File: src/rtl/am2909_sequencer_if.sv
// Bus bundle for one 4-bit Am2909 sequencer slice: control-store fields in,
// next microcode address, carry and stack pointer out.
interface am2909_sequencer_if #(
  parameter int STACK_DEPTH = 4
);
  localparam int SPW = $clog2(STACK_DEPTH);

  logic [3:0]     din;
  logic [3:0]     rin;
  logic           regLoad;
  logic [1:0]     srcSel;
  logic [3:0]     orIn;
  logic           zero;
  logic           fileEnable;
  logic           push;
  logic           cin;
  logic [3:0]     yout;
  logic           cout;
  logic [SPW-1:0] stackPtr;

  // Microcode side: drives the field inputs and consumes the address.
  modport master (
    output din, rin, regLoad, srcSel, orIn, zero, fileEnable, push, cin,
    input  yout, cout, stackPtr
  );

  // Sequencer side.
  modport slave (
    input  din, rin, regLoad, srcSel, orIn, zero, fileEnable, push, cin,
    output yout, cout, stackPtr
  );
endinterface

File: src/rtl/am2909_sequencer.sv
// 4-bit microprogram sequencer slice with Am2909 behaviour. The next address
// is chosen from uPC, the address register, the stack top or din, OR-ed with
// orIn (or forced to zero), and incremented into uPC. Slices cascade through
// cin/cout. A small return-address stack wraps silently on over/underflow.
module am2909_sequencer #(
  parameter int STACK_DEPTH = 4
) (
  input  logic             clock,
  input  logic             reset,
  am2909_sequencer_if.slave bus
);
  localparam int SPW = $clog2(STACK_DEPTH);

  typedef enum logic [1:0] {
    SRC_UPC   = 2'd0,
    SRC_AR    = 2'd1,
    SRC_STACK = 2'd2,
    SRC_DIN   = 2'd3
  } src_sel_e;

  logic [3:0]     upc;
  logic [3:0]     ar;
  logic [SPW-1:0] sp;
  logic [3:0]     stack_q [STACK_DEPTH];

  logic [3:0]     mux_addr;
  logic [3:0]     next_addr;
  logic [3:0]     inc;
  logic           carry;
  logic [SPW-1:0] sp_inc;
  logic [SPW-1:0] sp_dec;

  assign sp_inc = sp + 1'b1;
  assign sp_dec = sp - 1'b1;

  // Address source select, OR/zero forcing and incrementer (zero latency).
  always_comb begin
    mux_addr = upc;
    unique case (src_sel_e'(bus.srcSel))
      SRC_UPC:   mux_addr = upc;
      SRC_AR:    mux_addr = ar;
      SRC_STACK: mux_addr = stack_q[sp];
      SRC_DIN:   mux_addr = bus.din;
      default:   mux_addr = upc;
    endcase
    next_addr    = bus.zero ? 4'h0 : (mux_addr | bus.orIn);
    {carry, inc} = {1'b0, next_addr} + {4'h0, bus.cin};
  end

  assign bus.yout     = next_addr;
  assign bus.cout     = carry;
  assign bus.stackPtr = sp;

  // Microprogram counter, address register and stack pointer.
  // NOTE: clocked state uses non-blocking assignments so every register samples
  // the pre-edge values; reads of uPC/AR/SP this cycle always see old state.
  always_ff @(posedge clock or posedge reset) begin
    if (reset) begin
      upc <= 4'h0;
      ar  <= 4'h0;
      sp  <= '0;
    end else begin
      upc <= inc;
      if (bus.regLoad) ar <= bus.rin;
      if (bus.fileEnable) sp <= bus.push ? sp_inc : sp_dec;
    end
  end

  // Return-address stack: push writes the pre-increment uPC above the current top.
  // NOTE: the stack is a tiny flop array, so it is cleared on reset to keep the
  // stack-top path X-free; a large RAM would normally be left unreset.
  always_ff @(posedge clock or posedge reset) begin
    if (reset) begin
      for (int i = 0; i < STACK_DEPTH; i++) stack_q[i] <= 4'h0;
    end else if (bus.fileEnable && bus.push) begin
      stack_q[sp_inc] <= upc;
    end
  end
endmodule

File: src/flat_wrapper.sv
// flat-port wrapper written by rule: the top's interface ports become plain ports
module am2909_sequencer_flat 
#(
  parameter int STACK_DEPTH = 4
)
  (clock, reset, bus_din, bus_rin, bus_regLoad, bus_srcSel, bus_orIn, bus_zero, bus_fileEnable, bus_push, bus_cin, bus_yout, bus_cout, bus_stackPtr);
  am2909_sequencer_if #(.STACK_DEPTH(STACK_DEPTH)) bus_i ();
  input  logic clock;
  input  logic reset;
  input wire logic [$bits(bus_i.din)-1:0] bus_din;
  input wire logic [$bits(bus_i.rin)-1:0] bus_rin;
  input wire logic [$bits(bus_i.regLoad)-1:0] bus_regLoad;
  input wire logic [$bits(bus_i.srcSel)-1:0] bus_srcSel;
  input wire logic [$bits(bus_i.orIn)-1:0] bus_orIn;
  input wire logic [$bits(bus_i.zero)-1:0] bus_zero;
  input wire logic [$bits(bus_i.fileEnable)-1:0] bus_fileEnable;
  input wire logic [$bits(bus_i.push)-1:0] bus_push;
  input wire logic [$bits(bus_i.cin)-1:0] bus_cin;
  output wire logic [$bits(bus_i.yout)-1:0] bus_yout;
  output wire logic [$bits(bus_i.cout)-1:0] bus_cout;
  output wire logic [$bits(bus_i.stackPtr)-1:0] bus_stackPtr;
  assign bus_i.din = bus_din;
  assign bus_i.rin = bus_rin;
  assign bus_i.regLoad = bus_regLoad;
  assign bus_i.srcSel = bus_srcSel;
  assign bus_i.orIn = bus_orIn;
  assign bus_i.zero = bus_zero;
  assign bus_i.fileEnable = bus_fileEnable;
  assign bus_i.push = bus_push;
  assign bus_i.cin = bus_cin;
  assign bus_yout = bus_i.yout;
  assign bus_cout = bus_i.cout;
  assign bus_stackPtr = bus_i.stackPtr;
  am2909_sequencer #(.STACK_DEPTH(STACK_DEPTH)) u_core (.clock(clock), .reset(reset), .bus(bus_i));
endmodule
File: config.mk
export PLATFORM = sky130hd
export DESIGN_NAME = am2909_sequencer_flat
export DESIGN_NICKNAME = d
export VERILOG_FILES = /design/src/rtl/am2909_sequencer_if.sv /design/src/rtl/am2909_sequencer.sv /design/src/flat_wrapper.sv
export SDC_FILE = /design/constraint.sdc
export NUM_CORES = 1
export LEC_CHECK = 0
export CAP_MARGIN = 10
export CELL_PAD_IN_SITES_DETAIL_PLACEMENT = 2
export CELL_PAD_IN_SITES_GLOBAL_PLACEMENT = 2
export CORE_UTILIZATION = 36
export CTS_CLUSTER_DIAMETER = 80
export DETAILED_ROUTE_END_ITERATION = 8
export GPL_ROUTABILITY_DRIVEN = 0
export PLACE_DENSITY = 0.88
export SETUP_SLACK_MARGIN = 0.5
export SKIP_LAST_GASP = 1
export SYNTH_ARGS = -nofsm -noshare
export SYNTH_HDL_FRONTEND = slang
export SYNTH_SLANG_ARGS = --single-unit
export TNS_END_PERCENT = 100
File: constraint.sdc
create_clock -name clock -period 3.65 [get_ports clock]
set_input_delay 0.5475 -clock clock [delete_from_list [all_inputs] [get_ports clock]]
set_output_delay 0.5475 -clock clock [all_outputs]
set_load 0.01 [all_outputs]
==> results by group <==
Power
  • Power Internal: about 0.79 mW
  • Clock Power Share: approximately a fifth
  • Sw Ratio: a little under a third
  • Seq pwr share: between 40% and 50%
  • VDD IR-drop max: about 320 uV
  • Total power: roughly 1.1 mW
  • Pleak: between 0.7 and 0.8 nW
  • Sw power: between 0.3 and 0.4 mW
  • Pwr/cell area: between 600 and 700 nW/um^2
  • Logic pwr share: 36.9%

Hold path
  • Hold path cells: 1
  • Worst Hold Class: flip-flop to flip-flop
  • Hold path endpoint: u_core.stack_q[8]$_DFFE_PP0P_
  • Worst hold start: u_core.stack_q[8]$_DFFE_PP0P_

Placement
  • Pre-CTS setup slack: 0.0853 ns
  • DP Wirelength: 2.78 mm
  • Port Buf Inserts: 27
  • Placed insts: ~170
  • Post-DP Area: between 1500 and 2000 sq um

Run
  • Max-cap viol count: 0

Timing
  • RSZ-0062 raised after global routing: false
  • F_max: about 330 MHz
  • Hold Slack: slightly above 0.5 ns
  • Final Cycle Share: between 80% and 90%
  • Max-slew violations: 0
  • Final count of hold timing violations: 0
  • # setup viols final: 0
  • Worst rel slew slack: about 34%
  • Setup_tns: 0 ns
  • Minimum clock period: between 2 and 3 ns
  • Worst-margin pin slew: between 0.9 and 1 ns
  • Worst setup margin: ~0.65 ns
  • Final setup skew: 0.00158 ns

GRT
  • Total GRT Usage: between 20% and 30%
  • First-pass GRT wire length: 6.05 mm
  • GRT overflow: 0
  • Antenna violations before repair: 0
  • Largest net degree at the start of global routing: 27
  • Vias in the first global route: between 1,000 and 1,500

Setup path
  • Worst-path fanout max: 9
  • R2r setup slk: 1.49 ns
  • CP max-delay cell: mux4_2
  • Worst reg2reg endpoint: u_core.upc[3]$_DFF_PP0_
  • CP Launch Type: flip-flop
  • Largest delay share family, worst path: buffers and inverters
  • Crit path arrival time: between 2 and 2.5 ns
  • Reg-to-reg startpoint: u_core.bus.stackPtr[0]$_DFFE_PP0P_
  • CP Buf/Inv Count: 2
  • Crit-path cells: buf_6 > mux4_2 > a2111oi_2 > a31o_2 > nor2_1 > clkdlybuf4s50_1
  • Crit path kind: flip-flop to primary output
  • CP Data Required Time: around 3.1 ns
  • Register-to-Register Path Depth: 8
  • Crit end category: primary output
  • Crit. Startpoint: u_core.bus.stackPtr[0]$_DFFE_PP0P_
  • Critical path's largest stage delay: 0.53 ns

Route
  • DR vias/cell: roughly 5.3
  • DRC viols: 0
  • Detailed Route WL: between 3 and 4 mm
  • Detailed Routing Iterations Pass 1: 4
  • Post-DRT Antenna Nets: 0
  • DR WL/cell: between 20 and 25 um
  • Detailed-route via count: between 900 and 1,000
  • DR iter-0 viols: 36

Floorplanning
  • FP Rows: 21
  • Die Wd: ~63 um
  • Die area: about 4000 sq um
  • Total core area: between 3000 and 4000 sq um
  • IO Pins: 28
  • Starting Density: roughly 39%
  • Die height: 63.1 um

CTS
  • Worst-case clock buffer depth: 2
  • Later-pin clock latency in the skew report: between 0.2 and 0.3 ns
  • Htree depth: 1
  • Total clock sinks: 26
  • Cts bufs inserted: 3
  • Worst-path clk slew: 0.09 ns
  • CTS root buffer: clkbuf_8
  • TritonCTS clock tree: built
  • Hold Buf Count CTS: 0

Cells and area
  • Final Cell Area: ~1800 sq um
  • Filler cell count: 350
  • Commonest non-fill, non-tap cells in the layout: dfrtp_1 (26), mux2_2 (24), clkdlybuf4s50_1 (24)
  • Fin cells: between 150 and 200
  • NumNets Final: ~160
  • Most common cell after layout, fill and taps aside: dfrtp_1
  • Layout overhead on the synthesized area: 31.9%
  • Antenna diodes: 0
  • Share of layout cells above drive strength 1: 32.3%
  • Final core occ: slightly above 50%

Yosys
  • Syn Nets: 127
  • Synth area leader: dfrtp_1
  • Synth Cell Area: about 1300 sq um
  • Yosys warns: 0
  • #FFs+latches synth: 26
  • Post-synthesis sequential area ratio: 48.4%
  • Area share of the largest cell type after synthesis: about half
  • Mapped Avg Cell Area: roughly 13 sq um
  • Area contributors post-synth: dfrtp_1 (48%), mux2_2 (20%), ha_1 (5.6%)
  • Cells after synthesis: 100
  • Yosys cell types: 25

Status
  • Status: finished, final reports clean
==> worst register-to-register path, delay by kind of cell (launching register included) <==
family	cells	cell delay [ns]
compound gates	3	0.68
mux	1	0.53
flops	1	0.40
buf+inv	3	0.40
simple gates	1	0.09
==> kinds of logic after synthesis <==
| group | synth area share [%] |
|---|---|
| mux | 27.2 |
| fa+ha+maj | 5.58 |
| buf+inv | 2.70 |
| xor+xnor | 1.95 |
| flops | 48.4 |
| compound gates | 7.16 |
| simple gates | 7.07 |
==> routing by layer <==
metal | GRT usage (%) | up-vias | share of wire (%)
li1 | - | 432 | -
met1 | 24.9 | 500 | 41
met2 | 37.0 | 15 | 55
met3 | 5.07 | 6 | 2.1
met4 | 4.07 | 0 | 1.7
met5 | 0 | - | 0
==> power groups by stage <==
stage / combinational, mW / clock [mW] / sequential [mW]
final: 0.421 / 0.237 / 0.484
after CTS: 0.420 / 0.244 / 0.484
after global routing: 0.459 / 0.253 / 0.497
after detailed placement: 0.419 / 0 / 0.484
after floorplan: 0.286 / 0 / 0.456
after global placement: 0.389 / 0 / 0.469
==> registers in the layout, summed over array words and instances, names as in the netlist <==
signal and flops:
u_core.stack_q 16, u_core.bus.stackPtr 2, u_core.upc 4, u_core.ar 4
==> how the worst max path moves through the flow <==
stage / end / slack, ns / depth (start not counted)
after CTS: bus_yout[3] / 0.55 / 6
after global placement: bus_cout / 0.22 / 9
after floorplan: bus_cout / 1.06 / 8
after global routing: bus_yout[3] / 0.50 / 6
final: bus_yout[3] / 0.65 / 6
after detailed placement: bus_cout / 0.09 / 9
==> cell usage after synthesis <==
cell / n
a221oi_1: 3
a2111oi_2: 1
nand2_1: 4
nand4_2: 1
a21oi_2: 1
ha_1: 6
inv_1: 4
xor2_1: 2
a21oi_1: 3
mux4_2: 1
buf_6: 1
nor2b_1: 1
a2bb2oi_1: 1
mux2_2: 24
mux4_1: 2
a31o_2: 2
nor3b_1: 1
buf_2: 2
xnor2_1: 1
nand3b_1: 3
nand3_1: 4
o21ai_0: 1
nor2_1: 3
mux2i_1: 2
dfrtp_1: 26
==> final cells by class <==
cell class              count  area, sq um  share of cell area [%]
clock buffers               3         41.3                    2.33
clock inverters             1         30.0                    1.69
inverters                   4         15.0                   0.846
multi-input cells          67          669                    37.7
flip-flops and latches     26          651                    36.7
well taps                  46         57.6                    3.24
repair buffers             32          310                    17.5
==> timing repair <==
| item | 4_1_cts | 5_1_grt |
|---|---|---|
| setup endpoints to repair | 3 | 1 |
| setup buffers | 0 | 2 |
| endpoints found under the hold margin | 0 | 0 |
| pin swaps | 1 | 0 |
| gates cloned | 0 | 0 |
| gates resized for setup | 8 | 1 |
Power figures use the tool's default switching activity.
